## src/rtl/msgpu_bus_pkg.sv

```systemverilog
`default_nettype none
// ============================================================================
// Module  : msgpu_bus_pkg
// Brief   : Shared types and constants for the MSGPU MCU-style bus master.
// Revision: 1.0 - initial release
// ============================================================================
package msgpu_bus_pkg;

  typedef enum logic [1:0] {
    ST_IDLE  = 2'd0,
    ST_SETUP = 2'd1,
    ST_HIGH  = 2'd2,
    ST_HOLD  = 2'd3
  } bus_state_t;

  localparam logic BUS_COMMAND = 1'b1;
  localparam logic BUS_DATA    = 1'b0;

  typedef struct packed {
    logic       read;
    logic       command;
    logic [7:0] data;
  } fifo_entry_t;

  localparam int ENTRY_W = $bits(fifo_entry_t);

endpackage
`default_nettype wire

```

## src/rtl/msgpu_bus_fifo.sv

```systemverilog
`default_nettype none
// ============================================================================
// Module  : msgpu_bus_fifo
// Brief   : Synchronous request queue; extra pointer MSB separates full/empty.
// Revision: 1.0 - initial release
// ============================================================================
module msgpu_bus_fifo #(
  parameter int DEPTH = 4,
  parameter int WIDTH = 10
) (
  input  logic             clk,
  input  logic             rst_n,
  input  logic             i_push,
  input  logic [WIDTH-1:0] i_push_data,
  input  logic             i_pop,
  output logic [WIDTH-1:0] o_pop_data,
  output logic             o_full,
  output logic             o_empty
);

  localparam int c_ADDR_W = $clog2(DEPTH);

  generate
    if (DEPTH < 2 || (DEPTH & (DEPTH - 1)) != 0) begin : g_bad_depth
      $error("msgpu_bus_fifo: DEPTH must be a power of two and at least 2");
    end
  endgenerate

  logic [WIDTH-1:0] r_mem [DEPTH];
  logic [c_ADDR_W:0] r_wr_ptr;
  logic [c_ADDR_W:0] r_rd_ptr;
  logic w_push_en;
  logic w_pop_en;

  assign o_empty = (r_wr_ptr == r_rd_ptr);
  assign o_full  = (r_wr_ptr[c_ADDR_W] != r_rd_ptr[c_ADDR_W]) &&
                   (r_wr_ptr[c_ADDR_W-1:0] == r_rd_ptr[c_ADDR_W-1:0]);

  assign w_push_en  = i_push & ~o_full;
  assign w_pop_en   = i_pop & ~o_empty;
  assign o_pop_data = r_mem[r_rd_ptr[c_ADDR_W-1:0]];

  always_ff @(posedge clk or negedge rst_n) begin
    if (!rst_n) begin
      r_wr_ptr <= '0;
      r_rd_ptr <= '0;
    end else begin
      if (w_push_en) r_wr_ptr <= r_wr_ptr + (c_ADDR_W + 1)'(1);
      if (w_pop_en)  r_rd_ptr <= r_rd_ptr + (c_ADDR_W + 1)'(1);
    end
  end

  // Storage needs no reset: only entries between the pointers are ever read.
  always_ff @(posedge clk) begin
    if (w_push_en) r_mem[r_wr_ptr[c_ADDR_W-1:0]] <= i_push_data;
  end

endmodule
`default_nettype wire

```

## src/rtl/msgpu_bus_master.sv

```systemverilog
`default_nettype none
// ============================================================================
// Module  : msgpu_bus_master
// Brief   : Queued 8-bit MCU-style bus master (SETUP / HIGH / HOLD strobe).
// Revision: 1.0 - initial release
// ============================================================================
module msgpu_bus_master
  import msgpu_bus_pkg::*;
#(
  parameter int CLOCK_DIVIDER = 4,
  parameter int SETUP_CYCLES  = 1,
  parameter int FIFO_DEPTH    = 4
) (
  input  logic       clock,
  input  logic       reset_n,
  input  logic       tx_valid,
  output logic       tx_ready,
  input  logic [7:0] tx_data,
  input  logic       tx_command,
  input  logic       tx_read,
  output logic       rx_valid,
  output logic [7:0] rx_data,
  output logic       busy,
  output logic       mcu_bus_clock,
  output logic       mcu_bus_command_data,
  output logic [7:0] mcu_bus_out,
  output logic       mcu_bus_oe,
  input  logic [7:0] mcu_bus_in
);

  generate
    if (CLOCK_DIVIDER < 1 || CLOCK_DIVIDER > 255 ||
        SETUP_CYCLES < 1 || SETUP_CYCLES > 15) begin : g_bad_timing
      $error("msgpu_bus_master: CLOCK_DIVIDER or SETUP_CYCLES out of range");
    end
  endgenerate

  localparam logic [7:0] c_HALF_LOAD  = 8'(CLOCK_DIVIDER - 1);
  localparam logic [7:0] c_SETUP_LOAD = 8'(SETUP_CYCLES - 1);

  bus_state_t  r_state;
  bus_state_t  w_next_state;
  logic [7:0]  r_cnt;
  logic [7:0]  w_cnt_next;
  logic        w_cnt_done;
  logic        w_pop;
  logic        w_capture;
  logic        w_push;
  logic        w_fifo_full;
  logic        w_fifo_empty;
  fifo_entry_t w_push_entry;
  fifo_entry_t w_pop_entry;
  logic        r_ready_en;
  logic        r_cur_read;
  logic        r_bus_clock;
  logic        r_bus_oe;
  logic        r_bus_cd;
  logic [7:0]  r_bus_out;
  logic        r_rx_valid;
  logic [7:0]  r_rx_data;

  // r_ready_en keeps tx_ready low until the first edge after reset release.
  assign tx_ready     = r_ready_en & ~w_fifo_full;
  assign w_push       = tx_valid & tx_ready;
  assign w_push_entry = '{read: tx_read, command: tx_command, data: tx_data};
  assign w_cnt_done   = (r_cnt == 8'd0);

  msgpu_bus_fifo #(
    .DEPTH(FIFO_DEPTH),
    .WIDTH(ENTRY_W)
  ) u_fifo (
    .clk        (clock),
    .rst_n      (reset_n),
    .i_push     (w_push),
    .i_push_data(w_push_entry),
    .i_pop      (w_pop),
    .o_pop_data (w_pop_entry),
    .o_full     (w_fifo_full),
    .o_empty    (w_fifo_empty)
  );

  always_ff @(posedge clock or negedge reset_n) begin
    if (!reset_n) r_state <= ST_IDLE;
    else          r_state <= w_next_state;
  end

  always_comb begin
    w_next_state = r_state;
    case (r_state)
      ST_IDLE:  if (!w_fifo_empty) w_next_state = ST_SETUP;
      ST_SETUP: if (w_cnt_done) w_next_state = ST_HIGH;
      ST_HIGH:  if (w_cnt_done) w_next_state = ST_HOLD;
      ST_HOLD:  if (w_cnt_done) w_next_state = w_fifo_empty ? ST_IDLE : ST_SETUP;
      default:  w_next_state = ST_IDLE;
    endcase
  end

  // Every entry into SETUP (from IDLE or straight out of HOLD) consumes one entry.
  always_comb begin
    w_pop      = (w_next_state == ST_SETUP) && (r_state != ST_SETUP);
    w_capture  = (r_state == ST_HIGH) && w_cnt_done && r_cur_read;
    w_cnt_next = w_cnt_done ? r_cnt : r_cnt - 8'd1;
    if (w_next_state != r_state) begin
      case (w_next_state)
        ST_SETUP:         w_cnt_next = c_SETUP_LOAD;
        ST_HIGH, ST_HOLD: w_cnt_next = c_HALF_LOAD;
        default:          w_cnt_next = 8'd0;
      endcase
    end
  end

  always_ff @(posedge clock or negedge reset_n) begin
    if (!reset_n) begin
      r_cnt       <= 8'd0;
      r_ready_en  <= 1'b0;
      r_cur_read  <= 1'b0;
      r_bus_clock <= 1'b0;
      r_bus_oe    <= 1'b0;
      r_bus_cd    <= BUS_DATA;
      r_bus_out   <= 8'h00;
      r_rx_valid  <= 1'b0;
      r_rx_data   <= 8'h00;
    end else begin
      r_cnt       <= w_cnt_next;
      r_ready_en  <= 1'b1;
      r_bus_clock <= (w_next_state == ST_HIGH);
      r_rx_valid  <= w_capture;
      if (w_capture) r_rx_data <= mcu_bus_in;
      if (w_pop) begin
        r_bus_out  <= w_pop_entry.data;
        r_bus_cd   <= w_pop_entry.command;
        r_bus_oe   <= ~w_pop_entry.read;
        r_cur_read <= w_pop_entry.read;
      end else if (w_next_state == ST_IDLE) begin
        r_bus_oe <= 1'b0;
      end
    end
  end

  assign busy                 = ~w_fifo_empty | (r_state != ST_IDLE);
  assign mcu_bus_clock        = r_bus_clock;
  assign mcu_bus_command_data = r_bus_cd;
  assign mcu_bus_out          = r_bus_out;
  assign mcu_bus_oe           = r_bus_oe;
  assign rx_valid             = r_rx_valid;
  assign rx_data              = r_rx_data;

endmodule
`default_nettype wire
```

## config.mk

```make
export PLATFORM = sky130hd
export DESIGN_NAME = msgpu_bus_master
export DESIGN_NICKNAME = d
export VERILOG_FILES = /design/src/rtl/msgpu_bus_pkg.sv /design/src/rtl/msgpu_bus_fifo.sv /design/src/rtl/msgpu_bus_master.sv
export SDC_FILE = /design/constraint.sdc
export NUM_CORES = 1
export LEC_CHECK = 0
export CORE_ASPECT_RATIO = 1.5
export CORE_MARGIN = 8
export CORE_UTILIZATION = 50
export DETAILED_ROUTE_END_ITERATION = 7
export DONT_BUFFER_PORTS = 1
export GPL_ROUTABILITY_DRIVEN = 0
export PLACE_DENSITY = 0.73
export SLEW_MARGIN = 20
export SYNTH_ARGS = -nofsm -noshare
export SYNTH_HDL_FRONTEND = slang
export SYNTH_SLANG_ARGS = --single-unit
```

## constraint.sdc

```tcl
create_clock -name clock -period 2.57 [get_ports clock]
set_input_delay 0.514 -clock clock [delete_from_list [all_inputs] [get_ports clock]]
set_output_delay 0.514 -clock clock [all_outputs]
set_load 0.01 [all_outputs]
```

==> out/metrics.csv, run 1 <==
stage,metric,value,unit
outcome,status,finished clean,
yosys,leading area contributor after synthesis,edfxtp_1,
yosys,Synth area leaders,"edfxtp_1, dfrtp_1, mux2_2, mux4_2, ha_1",
cts,Post-CTS Hold Buffers,1,
critical_path,Bufs and invs on worst path,0,
yosys,Synth Flop Type,edfxtp_1,
cts,post-CTS sizing,0,
layout,"commonest non-fill, non-tap cell in the layout",edfxtp_1,
yosys,Seq cells post-synth,78,
timing,Post-Route Setup TNS,0,ns
layout,Antenna diodes,0,
timing,maximum clock rate,470,MHz
route,initial DRC count,86,
pwr,sw power,1.40,mW
timing,Slew HR,0.623,
layout,Nets,232,
timing,Fin Clk Skew,0.00862,ns
floorplanning,Starting Density,0.516,
global_routing,gr usage total,0.129,
layout,most frequent cells in the layout,"edfxtp_1, dfrtp_1, mux2_2",
critical_path,cell count of the worst reg-to-reg path,4,
yosys,"EDFF count, synth",40,
worst_hold_path,worst hold path type,in2async,
timing,post-route minimum period,2.13,ns
layout,Post-Layout Cell Count,284,
layout,share of cells above drive strength 1,0.271,
cts,Post-CTS Setup Inserts,0,
timing,"Hold Vio Cnt, Final",0,
global_routing,initial antenna violation count,0,
cts,CTS Sinks,78,
layout,area delta synth->final,9.82,%
floorplanning,die width,81.2,um
pwr,Combinational Power Share,0.301,
pwr,switching share of power,0.335,
timing,Worst-Margin Slew,0.561,ns
route,antenna violation net count after detailed routing,0,
floorplanning,row count,35,
pwr,P per Cell Area,1200,nW/um^2
cts,Worst-Skew Late Latency,0.35,ns
pwr,Seq pwr share,0.486,
critical_path,Reg2Reg Setup Slack,0.44,ns
critical_path,Worst Setup Start Kind,flip-flop,
placed_design,placed cell count,267,
timing,Final Max Tran Viols,0,
critical_path,CP Capture Type,flip-flop,
cts,Root Driver,clkbuf_8,
flow_run,maxcap violations,0,
cts,Longest Clk Path Bufs,2,
global_routing,first-pass GRT wire length,8.80,mm
critical_path,Worst path max stage delay,0.56,ns
yosys,Syn Inst Count,193,
yosys,mapped cell area,3190,um^2
floorplanning,Core Region,6170,um^2
route,first-pass iteration count of the detailed router,4,
critical_path,reg2reg end,r_cnt[5],
placed_design,DP Wirelength,3.78,mm
timing,endpoints failing setup,0,
route,DRC,0,
yosys,Netlist cell types,37,
timing,RSZ-0062 raised after global routing,no,
cts,CTS tree,built,
route,vias post-DR,1636,
critical_path,worst path cell trace,or4_4 > or3_4 > o21bai_1 > o21ai_0,
route,detailed-route wire length per cell,19.5,um
yosys,"FFs w/ async S/R, synth",0.487,
pwr,VDD IR max,632,uV
pwr,P_int,2.79,mW
critical_path,"CP delay by family, top",simple AND/OR/NAND/NOR gates,
global_routing,number of global-route vias before repair,1757,
pwr,LEAKAGE,1.36,nW
yosys,post-synthesis sequential area ratio,0.675,
timing,fin crit share,0.829,
yosys,Synth Area per Inst,16.5,um^2
yosys,"Net Count, Synth",220,
route,vias per std cell,5.76,
floorplanning,IO Count,43,
placed_design,I/O Buffers,0,
critical_path,Reg2Reg Launch Point,r_cnt[3],
critical_path,WS Path Type,reg2reg,
critical_path,Slowest cell on crit path,or4_4,
layout,final core utilization,0.567,
yosys,yosys warns,0,
critical_path,critical path data arrival time,2.34,ns
floorplanning,Die Y,114,um
floorplanning,die area,9240,um^2
yosys,top cell type's share of synthesized area,0.377,
pwr,Clock power frac,0.214,
global_routing,largest net degree at the start of global routing,39,
cts,Max H-tree Level,3,
route,Routed WL,5.53,mm
cts,cts bufs inserted,9,
pwr,Tot Pwr,4.19,mW
critical_path,Critical Path RT,2.78,ns
cts,"CTS clk-pin slew, worst paths",0.08,ns
critical_path,worst-path maximum fanout,13,
global_routing,grt ovf,0,
-- worst reg2reg max path, stage by stage, from the launching register on --
cell,delay [ns]
dfrtp_1,0.44
or4_4,0.56
or3_4,0.46
o21bai_1,0.37
o21ai_0,0.16
-- per-layer routing --
metal,vias to the layer above,track usage,wire (um)
met5,-,0,0
met4,0,0.0707,131
met3,14,0.0402,393
met2,51,0.224,3000
met1,820,0.131,2010
li1,751,-,-
-- logic make-up (layout without fill, tap and decap cells) --
| group | count (synthesis) | after routing | synth area share |
|---|---|---|---|
| other cells | 1 | 1 | 0.00118 |
| xor+xnor | 9 | 9 | 0.0247 |
| compound gates | 15 | 15 | 0.0322 |
| fa+ha+maj | 6 | 6 | 0.0236 |
| simple gates | 41 | 41 | 0.0766 |
| mux | 33 | 33 | 0.151 |
| buf+inv | 10 | 27 | 0.0153 |
| flops | 78 | 78 | 0.675 |
-- power by group through the flow --
| stage | Clock [mW] | Combinational (mW) | Sequential, mW |
|---|---|---|---|
| CTS | 0.906 | 1.28 | 2.04 |
| floorplan | 0 | 1.01 | 1.99 |
| detailed placement | 0 | 1.26 | 2.07 |
| finish | 0.895 | 1.26 | 2.03 |
| global route | 0.962 | 1.39 | 2.09 |
| global placement | 0 | 1.21 | 2.04 |
-- cell usage after synthesis, types with 3 or more instances --
library cell and n:
edfxtp_1 40, dfrtp_1 38, mux2_2 21, mux4_2 10, nor2_1 10, nand2_1 7
ha_1 6, inv_1 6, xor2_1 6, and3_1 5, nor2b_1 4, o21ai_0 4
a21oi_1 3, nor3_2 3, xnor2_1 3
-- through the flow --
stage          hold WS (ns)  setup WS (ns)  instance area [um^2]
3_3_place_gp          0.220          0.504                  3280
5_1_grt             0.00932          0.318                  3500
4_1_cts             0.00840          0.440                  3500
3_5_place_dp          0.220          0.472                  3280
6_report            0.00505          0.440                  3500
2_1_floorplan         0.218          0.695                  3190
-- sequential cells by signal, indices dropped and copies added (netlist names) --
register / flops
u_fifo.r_mem: 40
mcu_bus_out: 8
r_cnt: 8
rx_data: 8
u_fifo.r_rd_ptr: 3
u_fifo.r_wr_ptr: 3
r_state: 2
mcu_bus_clock: 1
mcu_bus_command_data: 1
mcu_bus_oe: 1
r_cur_read: 1
r_ready_en: 1
rx_valid: 1
-- final cells by class --
| type | count | area [um^2] |
|---|---|---|
| clock buffer | 9 | 124 |
| timing repair buffer | 5 | 50.0 |
| sequential | 78 | 2150 |
| fill | 455 | 2680 |
| tap | 74 | 92.6 |
| inverter | 6 | 22.5 |
| clock inverter | 7 | 72.6 |
| multi-input combinational | 105 | 986 |
-- worst max path at each step --
stage / start / to / slack [ns] / cells past startpoint
after detailed placement: r_cnt[3] / mcu_bus_out[1] / 0.47 / 5
after floorplan: r_cnt[3] / r_state[0] / 0.69 / 4
after global routing: r_cnt[3] / mcu_bus_out[0] / 0.32 / 5
after CTS: r_cnt[3] / r_cnt[5] / 0.44 / 4
final: r_cnt[3] / r_cnt[5] / 0.44 / 4
after global placement: r_cnt[3] / mcu_bus_out[0] / 0.50 / 5
(Power assumes the default switching activity.)
==> run 2, diff against run 1 <==
==> constraint.sdc (replaced) <==
create_clock -name clock -period 2.1 [get_ports clock]
set_input_delay 0.42 -clock clock [delete_from_list [all_inputs] [get_ports clock]]
set_output_delay 0.42 -clock clock [all_outputs]
set_load 0.01 [all_outputs]
==> run 2 against run 1 <==
Compared with the run above: critical endpoint unchanged; non-clock buffer count increased by 9; combinational power grew 32%; via count rose by 4.5%; worst setup slack worse by 0.32 ns; clock power up 26%; critical path depth is the same; core utilization increased by 1.6 points; design area grew 2.8%.
==> out/metrics.csv, run 2 (synthesized netlist as in run 1, its figures left out) <==
stage,metric,value,unit,change
outcome,status,finished clean,,
timing,endpoints failing setup,0,,unchanged
worst_hold_path,Hold Crit Depth,0,,
critical_path,worst path cell trace,or4_4 > or3_4 > o21bai_2 > o21ai_0,,
global_routing,initial antenna violation count,0,,unchanged
critical_path,Critical Path RT,2.32,ns,-0.46 ns
route,vias post-DR,1710,,+4.5%
layout,area delta synth->final,12.9,%,
route,DR WL met2,3.26,mm,+8.8%
route,DRC,0,,unchanged
critical_path,critical path data arrival time,2.20,ns,-0.14 ns
timing,Post-Route Setup TNS,0,ns,unchanged
worst_hold_path,worst hold path type,in2reg,,
pwr,P per Cell Area,1480,nW/um^2,+23%
critical_path,Slowest cell on crit path,or4_4,,
cts,"CTS clk-pin slew, worst paths",0.09,ns,about the same
cts,CTS Sinks,78,,unchanged
placed_design,I/O Buffers,0,,unchanged
floorplanning,row count,35,,unchanged
global_routing,gr usage total,0.138,,+0.00889
timing,post-route minimum period,1.98,ns,-0.154 ns
timing,Final Max Tran Viols,0,,unchanged
floorplanning,IO Count,43,,unchanged
layout,Nets,241,,+3.9%
route,vias per std cell,5.84,,+1.3%
layout,Antenna diodes,0,,unchanged
placed_design,DP Wirelength,4.14,mm,+9.5%
floorplanning,Starting Density,0.516,,unchanged
timing,"Hold Vio Cnt, Final",0,,unchanged
layout,fill cell count,467,,+2.6%
worst_hold_path,hold path start,tx_data[3],,
critical_path,Worst Setup Start Kind,flip-flop,,
floorplanning,die area,9240,um^2,unchanged
timing,Slew HR,0.667,,+0.0443
floorplanning,Core Region,6170,um^2,unchanged
flow_run,maxcap violations,0,,unchanged
timing,RSZ-0062 raised after global routing,no,,
critical_path,WS Path Type,reg2reg,,
pwr,LEAKAGE,1.40,nW,+3.4%
floorplanning,Die Y,114,um,unchanged
critical_path,CP Capture Type,flip-flop,,
critical_path,Reg2Reg Launch Point,r_cnt[3],,
global_routing,first-pass GRT wire length,9.44,mm,+7.2%
timing,maximum clock rate,506,MHz,+7.8%
cts,Root Driver,clkbuf_8,,
route,Met1 Routed Length,2.11,mm,+5.0%
route,Routed WL,5.94,mm,+7.4%
layout,most frequent cells in the layout,"edfxtp_1, dfrtp_1, mux2_2",,
critical_path,reg2reg end,r_cnt[5],,
route,initial DRC count,77,,-10%
route,max layer used,met4,,
timing,Worst-Margin Slew,0.495,ns,-0.0659 ns
worst_hold_path,Worst Hold Path EP,u_fifo.r_mem[2][3],,
timing,Fin Clk Skew,0.00844,ns,-0.000180 ns
timing,Hold Slack,0.165,ns,+0.160 ns
critical_path,cell count of the worst reg-to-reg path,4,,unchanged
layout,"commonest non-fill, non-tap cell in the layout",edfxtp_1,,
cts,Max H-tree Level,3,,unchanged
global_routing,grt ovf,0,,unchanged
layout,share of cells above drive strength 1,0.320,,+0.0482
cts,Longest Clk Path Bufs,2,,unchanged
global_routing,largest net degree at the start of global routing,39,,unchanged
cts,Worst-Skew Late Latency,0.34,ns,about the same
cts,cts bufs inserted,9,,unchanged
timing,fin crit share,0.941,,+0.112
critical_path,Reg2Reg Setup Slack,0.12,ns,-0.32 ns
global_routing,number of global-route vias before repair,1902,,+8.3%
pwr,VDD IR max,685,uV,+8.3%
route,detailed-route wire length per cell,20.3,um,+4.1%
cts,CTS tree,built,,
layout,max reg flops,40,,unchanged
floorplanning,die width,81.2,um,unchanged
route,met3 WL,483,um,+23%
critical_path,worst-path maximum fanout,13,,unchanged
critical_path,Worst path max stage delay,0.58,ns,+0.02 ns
route,antenna violation net count after detailed routing,0,,unchanged
route,first-pass iteration count of the detailed router,4,,unchanged
[run 2: cell count changes in the layout (fill, tap and decap cells not counted), sizes merged]
cell and delta:
buf +8, clkinv -4, clkinvlp +3, dlygate4sd3 +1, inv +1
[run 2: worst max-delay path: cells and delay by family, from the launching register on]
family	cells	cell delay, ns
AOI/OAI and AO/OA	2	0.36
DFF	1	0.46
and+or+nand+nor	2	1.04
[run 2: per-stage QoR]
| step | setup WS (ns) | instances | util | power [mW] | cell area (um^2) |
|---|---|---|---|---|---|
| after floorplan | 0.225 | 193 | - | 3.66 | 3190 |
| after global placement | 0.134 | 275 | 0.541 | 4.03 | 3340 |
| after global routing | 0.0112 | 293 | 0.583 | 5.64 | 3600 |
| after detailed placement | 0.0502 | 275 | 0.541 | 4.18 | 3340 |
| after CTS | 0.0398 | 293 | 0.580 | 5.33 | 3580 |
| final | 0.124 | 293 | 0.583 | 5.31 | 3600 |
[run 2: timing repair]
| item | 4_1_cts | 5_1_grt |
|---|---|---|
| hold endpoints to repair | 38 | 0 |
| setup endpoints to repair | 0 | 12 |
| hold buffers | 2 | 0 |
| setup buffers | 0 | 0 |
| gates resized for setup | 0 | 4 |
[run 2: area by class of cell]
| cell class | instances | area (um^2) | share of cell area |
|---|---|---|---|
| flip-flops and latches | 78 | 2150 | 0.598 |
| clock buffers | 9 | 124 | 0.0344 |
| repair buffers | 14 | 120 | 0.0334 |
| clock inverters | 7 | 81.3 | 0.0226 |
| inverters | 6 | 22.5 | 0.00626 |
| well taps | 74 | 92.6 | 0.0257 |
| multi-input cells | 105 | 1010 | 0.280 |
[run 2: report_power, final]
group          switching (mW)  internal, mW  leakage [nW]
sequential              0.457          2.06         0.819
combinational           0.796         0.867         0.490
clock                   0.561         0.565        0.0944
[run 2: worst max path at each step]
| stage | start | end | slack (ns) | cells past startpoint |
|---|---|---|---|---|
| finish | r_cnt[3] | r_cnt[5] | 0.12 | 4 |
| detailed placement | r_cnt[3] | mcu_bus_out[0] | 0.05 | 5 |
| global placement | r_cnt[3] | mcu_bus_out[6] | 0.13 | 5 |
| CTS | r_cnt[3] | mcu_bus_out[0] | 0.04 | 5 |
| floorplan | r_cnt[3] | r_state[0] | 0.22 | 4 |
| global route | u_fifo.r_wr_ptr[0] | busy | 0.01 | 4 |
[run 2: routing by layer]
layer	vias up	track usage
met5	-	0
met4	0	0.0766
met3	10	0.0512
met2	63	0.235
met1	872	0.139
li1	765	-
==> run 3, diff against run 2 <==
--- a/config.mk
+++ b/config.mk
@@ -5,13 +5,15 @@
 export SDC_FILE = /design/constraint.sdc
 export NUM_CORES = 1
 export LEC_CHECK = 0
+export CELL_PAD_IN_SITES_DETAIL_PLACEMENT = 0
+export CELL_PAD_IN_SITES_GLOBAL_PLACEMENT = 2
 export CORE_ASPECT_RATIO = 1.5
 export CORE_MARGIN = 8
-export CORE_UTILIZATION = 50
+export CORE_UTILIZATION = 45
 export DETAILED_ROUTE_END_ITERATION = 7
 export DONT_BUFFER_PORTS = 1
 export GPL_ROUTABILITY_DRIVEN = 0
-export PLACE_DENSITY = 0.73
+export PLACE_DENSITY = 0.85
 export SLEW_MARGIN = 20
 export SYNTH_ARGS = -nofsm -noshare
 export SYNTH_HDL_FRONTEND = slang
==> run 3 against run 2 <==
Compared with the run above: routed wire length fell by 0.47%; clock power down 8%; design area up 0.21%; combinational power is essentially flat; count of clock-buffer cells in the layout is the same; register-to-register slack about the same; non-clock buffer count up 2; critical endpoint is now busy; highest routed layer unchanged.
==> out/metrics.csv, run 3 (synthesized netlist as in run 1, its figures left out) <==
stage,metric,value,unit,change
route,max layer used,met4,,
cts,CTS Sinks,78,,unchanged
layout,fill cell count,566,,+21%
critical_path,Reg2Reg Launch Point,r_cnt[3],,
layout,"commonest non-fill, non-tap cell in the layout",edfxtp_1,,
flow_run,maxcap violations,0,,unchanged
critical_path,Worst Setup Start Kind,flip-flop,,
timing,endpoints failing setup,0,,unchanged
global_routing,number of global-route vias before repair,1878,,-1.3%
critical_path,cell count of the worst reg-to-reg path,4,,unchanged
route,vias per std cell,5.78,,-0.92%
cts,Longest Clk Path Bufs,2,,unchanged
route,vias post-DR,1729,,+1.1%
timing,fin crit share,0.945,,+0.00406
route,first-pass iteration count of the detailed router,4,,unchanged
route,DRC,0,,unchanged
layout,Antenna diodes,0,,unchanged
critical_path,Critical Path RT,1.68,ns,-0.64 ns
timing,worst setup margin,0.115,ns,-0.00852 ns
global_routing,first-pass GRT wire length,9.54,mm,+1.1%
critical_path,critical path data arrival time,1.56,ns,-0.64 ns
pwr,VDD IR max,726,uV,+6.1%
critical_path,WS Path Type,reg2out,,
cts,Post-CTS Setup Inserts,0,,unchanged
worst_hold_path,Hold Crit Depth,0,,unchanged
outcome,status,finished clean,,
route,initial DRC count,64,,-17%
worst_hold_path,worst hold path type,in2reg,,
floorplanning,die width,84.7,um,+4.3%
timing,post-route minimum period,1.98,ns,+0.00852 ns
floorplanning,Die Y,119,um,+4.6%
critical_path,worst-path maximum fanout,6,,-7
route,detailed-route wire length per cell,19.8,um,-2.5%
route,DR WL met2,3.29,mm,+0.86%
timing,Final Max Tran Viols,0,,unchanged
critical_path,reg2reg end,r_cnt[5],,
layout,most frequent cells in the layout,"edfxtp_1, dfrtp_1, mux2_2",,
timing,RSZ-0062 raised after global routing,no,,
route,Routed WL,5.91,mm,-0.47%
global_routing,grt ovf,0,,unchanged
pwr,P per Cell Area,1450,nW/um^2,-1.6%
global_routing,largest net degree at the start of global routing,39,,unchanged
worst_hold_path,hold path start,tx_data[3],,
global_routing,gr usage total,0.125,,-0.0126
pwr,LEAKAGE,1.41,nW,+0.26%
layout,area delta synth->final,13.2,%,
critical_path,CP Capture Type,output pin,,
route,Met1 Routed Length,1.96,mm,-6.9%
global_routing,initial antenna violation count,0,,unchanged
cts,Root Driver,clkbuf_8,,
cts,CTS tree,built,,
floorplanning,row count,37,,+5.7%
route,antenna violation net count after detailed routing,0,,unchanged
floorplanning,die area,10100,um^2,+9.2%
placed_design,I/O Buffers,0,,unchanged
layout,Nets,243,,+0.83%
timing,"Hold Vio Cnt, Final",0,,unchanged
cts,Max H-tree Level,3,,unchanged
placed_design,Setup Slack @ Placement,0.0575,ns,+0.00734 ns
floorplanning,Core Region,6850,um^2,+11%
floorplanning,IO Count,43,,unchanged
timing,Post-Route Setup TNS,0,ns,unchanged
layout,max reg flops,40,,unchanged
cts,"CTS clk-pin slew, worst paths",0.09,ns,about the same
floorplanning,Starting Density,0.465,,-0.0510
cts,Worst-Skew Late Latency,0.35,ns,about the same
route,met3 WL,523,um,+8.3%
worst_hold_path,Worst Hold Path EP,u_fifo.r_mem[2][3],,
layout,share of cells above drive strength 1,0.335,,+0.0152
timing,maximum clock rate,504,MHz,-0.43%
placed_design,DP Wirelength,4.17,mm,+0.66%
timing,Fin Clk Skew,0.00961,ns,+0.00117 ns
critical_path,Reg2Reg Setup Slack,0.13,ns,about the same
cts,cts bufs inserted,9,,unchanged
[run 3: worst max path at each step]
stage / start / endpoint / slack (ns)
after floorplan: r_cnt[3] / r_state[0] / 0.22
after global placement: r_cnt[3] / r_cnt[5] / 0.15
after detailed placement: r_cnt[3] / r_cnt[5] / 0.06
after CTS: u_fifo.r_wr_ptr[1] / busy / 0.007
after global routing: u_fifo.r_wr_ptr[1] / busy / 0.009
final: u_fifo.r_wr_ptr[1] / busy / 0.12
[run 3: area by class of cell]
| type | count | area, um^2 | area share |
|---|---|---|---|
| repair buffers | 16 | 135 | 0.0375 |
| flip-flops and latches | 78 | 2150 | 0.598 |
| well taps | 78 | 97.6 | 0.0271 |
| clock buffers | 9 | 124 | 0.0344 |
| inverters | 6 | 22.5 | 0.00625 |
| multi-input cells | 105 | 1010 | 0.280 |
| clock inverters | 7 | 63.8 | 0.0177 |
[run 3: per-layer routing]
layer / up-vias / global-route usage
met4: 0 / 0.0739
li1: 771 / -
met2: 66 / 0.227
met3: 13 / 0.0482
met1: 879 / 0.115
met5: - / 0
[run 3: through the flow]
stage	cell area, um^2	total power, mW	std cells	utilization	hold WS, ns
2_1_floorplan	3190	3.66	193	-	0.124
3_3_place_gp	3360	4.06	281	0.491	0.127
3_5_place_dp	3360	4.18	281	0.491	0.127
4_1_cts	3580	5.26	299	0.523	0.143
5_1_grt	3610	5.57	299	0.526	0.139
6_report	3610	5.23	299	0.526	0.159
[run 3: report_power, final]
part	internal, mW	leakage (nW)	total (mW)	switching, mW
registers	2.07	0.817	2.52	0.457
logic	0.879	0.500	1.67	0.791
clock network	0.455	0.0903	1.04	0.585
[run 3: timing repair]
item	in CTS	in global routing
hold endpoints to repair	38	0
hold buffers	2	0
resized for setup	0	6
endpoints found under the setup margin	0	21
[run 3: critical path: stages, from the launching register on]
cell	delay (ns)
dfrtp_2	0.45
xor2_1	0.18
nor3_2	0.22
buf_4	0.17
nand2_1	0.06
buf_4	0.14
==> RTL edit 1, RTL diff (config.mk and constraints of run 3) <==
Change the parameter `FIFO_DEPTH` from 4 to 2.
--- a/src/rtl/msgpu_bus_master.sv
+++ b/src/rtl/msgpu_bus_master.sv
@@ -9,7 +9,7 @@
 #(
   parameter int CLOCK_DIVIDER = 4,
   parameter int SETUP_CYCLES  = 1,
-  parameter int FIFO_DEPTH    = 4
+  parameter int FIFO_DEPTH    = 2
 ) (
   input  logic       clock,
   input  logic       reset_n,
Check against the original RTL: not equivalent (a bounded check fails within 10 cycles, from zero or initial values and one cycle with reset_n low).
==> RTL edit 1 against run 3 <==
  * Final cell count down 20%
  * Routed wire length down 28%
  * Largest cell class unchanged
  * Critical path type is now flip-flop to flip-flop
  * Cell area decreased by 27%
  * Power shrank 30%
  * Non-clock buffer count shrank 2
  * Worst setup slack better by 0.060 ns
  * Sequential cell count shrank 22
  * Synthesized area fell by 27%
==> RTL edit 1: results (changes against run 3) <==
[setup_path]
path_max_fanout = 12  ; +6
critPathSlowestCell = dfrtp_1
crit_path_end_kind = flip-flop
r2r_end = mcu_bus_out[3]
reg2reg_slack_ns = 0.18  ; +0.05 ns

[logic_synthesis]
synthTopCellsByArea = dfrtp_1 (39%), edfxtp_1 (26%), mux2_2 (9.6%)
yosysSeqAreaShare = 0.643  ; -0.0322
synth-async-reset-ratio = 0.643  ; +0.156
synth_fp_nets = 176  ; -20%
synth_commonest_cells = dfrtp_1 (36), edfxtp_1 (20), mux2_2 (20)
synth_edf_count = 20  ; -50%

[detailed_routing]
viasPerCell = 5.09  ; -12%
wl_per_cell_um = 17.8  ; -10%
wl_met3_um = 316  ; -40%
met1_length_um = 1470  ; -25%

[cts]
clkLatencyLatePin_ns = 0.31  ; -0.04 ns

[placement]
hpwl_um = 3220  ; -23%
dp_worst_setup_slack_ns = -0.115  ; -0.172 ns

[finish]
nFillCells = 447  ; -21%
drive_above_1_share = 0.326  ; -0.00926

[pwr]
leakagePower_uw = 0.00112  ; -21%
ir_drop_mv = 0.879  ; +21%

[sta]
finClkSkew_ns = 0.0109  ; +0.00128 ns

[global_routing]
grt_use_met3 = 0.0560  ; +0.00781
met1_usage = 0.119  ; +0.00360
grt_first_pass_wirelength_um = 7150  ; -25%
grt_pass1_vias = 1449  ; -23%
grt_use_total = 0.124  ; -0.00132

[min_path]
min_from = tx_data[7]

[run_status]
status = finished clean

## RTL edit 1: changes by cell type in the layout (fill, tap and decap cells not counted), sizes merged, moves of 5 or more
cell,before,now
and3,6,1
edfxtp,40,20
ha,6,1
inv,10,4
mux2,21,28
mux4,10,0
## RTL edit 1: final cells by class
| class | count | share of cell area |
|---|---|---|
| clock buffers | 6 | 0.0275 |
| clock inverters | 2 | 0.00522 |
| inverters | 3 | 0.00427 |
| multi-input cells | 91 | 0.307 |
| flip-flops and latches | 56 | 0.569 |
| well taps | 68 | 0.0322 |
| repair buffers | 14 | 0.0550 |
## RTL edit 1: metrics by stage
stage	cell area, µm²	instances	util	TNS (ns)
3_3_place_gp	2490	229	0.490	-0.0292
6_report	2640	240	0.519	0
5_1_grt	2640	240	0.519	0
4_1_cts	2620	239	0.515	0
3_5_place_dp	2490	229	0.490	-0.642
2_1_floorplan	2330	154	-	0
## RTL edit 1: logic make-up (layout without fill, tap and decap cells)
logic type	Yosys count	in the layout	share of synthesized area
compound gates	16	16	0.0429
xor+xnor	9	9	0.0338
fa+ha+maj	1	1	0.00536
buf+inv	7	25	0.0145
flops	56	56	0.643
mux	32	32	0.165
other cells	1	1	0.00161
simple gates	32	32	0.0938
## RTL edit 1: worst max-delay path, delay by kind of cell, from the launching register on
kind            cells  cell delay (ns)
compound gates      1             0.08
fa+ha+maj           1             0.16
buf+inv             2             0.23
flops               1             0.42
mux                 1             0.30
simple gates        2             0.62
## RTL edit 1: where the power goes
part	switching, µW	internal [µW]	total [µW]
clock	340	238	579
combinational	576	666	1240
sequential	358	1470	1830
## RTL edit 1: what timing repair did
action,in CTS,in global routing
endpoints found under the setup margin,10,3
hold buffers,2,0
pin swaps,0,1
endpoints found under the hold margin,36,0
cloned,0,0
resized for setup,1,1
buffers inserted,0,1
==> RTL edit 2, RTL diff (settings of run 3) <==
Without the edit above. Encoding of `bus_state_t`: now one-hot (4 bits for 4 states).
--- a/src/rtl/msgpu_bus_pkg.sv
+++ b/src/rtl/msgpu_bus_pkg.sv
@@ -6,11 +6,11 @@
 // ============================================================================
 package msgpu_bus_pkg;
 
-  typedef enum logic [1:0] {
-    ST_IDLE  = 2'd0,
-    ST_SETUP = 2'd1,
-    ST_HIGH  = 2'd2,
-    ST_HOLD  = 2'd3
+  typedef enum logic [3:0] {
+    ST_IDLE  = 4'b0001,
+    ST_SETUP = 4'b0010,
+    ST_HIGH  = 4'b0100,
+    ST_HOLD  = 4'b1000
   } bus_state_t;
 
   localparam logic BUS_COMMAND = 1'b1;
Behaviour: no difference found for any inputs over 10 cycles, from zero or initial values and one cycle with reset_n low; not proved beyond that.
==> RTL edit 2 against run 3 <==
  * Cell area grew 15%
  * Clock skew shrank 0.0029 ns
  * Maximum frequency shrank 2.0%
  * Routed wire length grew 13%
  * Sequential cell count grew 2
  * Synthesized area grew 7.7%
  * Worst setup slack lost 0.041 ns
  * Critical endpoint is now r_cnt[0]
  * Sequential share of layout area shrank 6.6 points
  * Non-clock buffer count grew 11
Power is not compared: it rests on default switching activity, and its combinational part moved more than twofold at a synthesized area within 25%.
==> RTL edit 2: results (changes against run 3) <==
[run_status]
status = finished clean

[placement]
hpwl_um = 4530  ; +8.7%
dpl-instance-area_um2 = 3690  ; +9.7%
dp_worst_setup_slack_ns = -0.0281  ; -0.0856 ns
portBuffers = 0  ; unchanged

[finish]
drive_above_1_share = 0.308  ; -0.0269
fin_nets = 298  ; +23%

[cts]
numCtsBuffers = 9  ; unchanged
clkTransAtPathRegs_ns = 0.06  ; -0.03 ns
root_buffer = clkbuf_16
cts_max_level = 3  ; unchanged

[global_routing]
grt_pass1_vias = 2116  ; +13%
grt_use_total = 0.132  ; +0.00724
grt_first_pass_wirelength_um = 10600  ; +11%
grt_max_degree = 41  ; +5.1%

[detailed_routing]
dr.pass1.iters = 4  ; unchanged
wl_per_cell_um = 17.6  ; -11%
drtIter0Drc = 136  ; +110%
num_vias = 1977  ; +14%

[logic_synthesis]
synth-async-reset-ratio = 0.500  ; +0.0128
synth.distinct_cells = 42  ; +14%
yosys_warnings = 0  ; unchanged
synth_fp_nets = 269  ; +22%
synth_commonest_cells = edfxtp_1 (40), dfrtp_1 (39), nand2_1 (34)
yosysSeqAreaShare = 0.642  ; -0.0331
synth_edf_count = 40  ; unchanged
synthTopCellsByArea = edfxtp_1 (35%), dfrtp_1 (28%), mux4_2 (6.6%)

[pwr]
ir_drop_mv = 0.844
leakagePower_uw = 0.00164

[sta]
finClkSkew_ns = 0.00667  ; -0.00294 ns
tightestPinTransition_ns = 0.602

[setup_path]
path_max_fanout = 4  ; -2
cp.arrival_ns = 2.25  ; +0.69 ns

[RTL edit 2: cell type report]
type                    count  area (µm²)
well taps                 102         128
fillers                   630        3370
clock inverters             7         111
clock buffers               9         225
multi-input cells         146        1210
repair buffers             27         243
inverters                   7        26.3
flip-flops and latches     80        2200
[RTL edit 2: path summary, 6_finish.rpt]
check                                   startpoint                 end  slack [ns]  cells past startpoint
worst max-delay path                      r_cnt[1]            r_cnt[0]        0.07                      7
worst min-delay path                    tx_data[3]  u_fifo.r_mem[2][3]        0.17                      0
worst max register to register            r_cnt[1]            r_cnt[0]        0.07                      7
worst min register to register  u_fifo.r_wr_ptr[2]  u_fifo.r_wr_ptr[2]        0.51                      1
max in group asynchronous                  reset_n          r_state[0]        1.28                      2
min in group asynchronous                  reset_n            r_cnt[6]        0.55                      2
[RTL edit 2: per-layer routing]
layer  wire length (µm)  vias to the layer above  track usage  part of all wire
li1                   -                      938            -                 -
met1               2440                      989        0.134              0.37
met2               3730                       40        0.239              0.56
met3                344                       10       0.0339             0.052
met4                146                        0       0.0746             0.022
met5                  0                        -            0                 0
[RTL edit 2: repair_timing]
item	in CTS	in global routing
setup buffers	0	3
pin swaps	2	2
hold endpoints to repair	40	0
gates resized for setup	3	10
endpoints found under the setup margin	9	11
hold buffers	2	0
[RTL edit 2: stage by stage]
stage,hold slack [ns],cells
floorplan,0.124,242
global placement,0.126,357
detailed placement,0.126,357
CTS,0.168,375
global route,0.166,378
finish,0.174,378
[RTL edit 2: cell families after synthesis]
group / count (synthesis) / share of synthesized area
other: 1 / 0.00109
multiplexers: 24 / 0.111
adder cells (fa/ha/maj): 7 / 0.0248
buffers and inverters: 16 / 0.0248
XOR/XNOR: 10 / 0.0255
AO/OA/AOI/OAI: 24 / 0.0532
flip-flops: 80 / 0.642
AND/OR/NAND/NOR: 80 / 0.117
[RTL edit 2: worst max-delay path, cell delays in order (launching register included)]
cell       delay [ns]
dfrtp_1          0.39
inv_2            0.07
ha_4             0.15
or4b_4           0.50
nor2_4           0.17
a2bb2oi_1        0.10
or2_2            0.32
a31o_1           0.21
[RTL edit 2: report_power, final]
part	internal [µW]	switching, µW	total, µW	leakage [µW]
sequential	2110	420	2530	0.000839
combinational	1750	1620	3380	0.000641
clock	1070	658	1720	0.000164
total	4930	2700	7630	0.00164
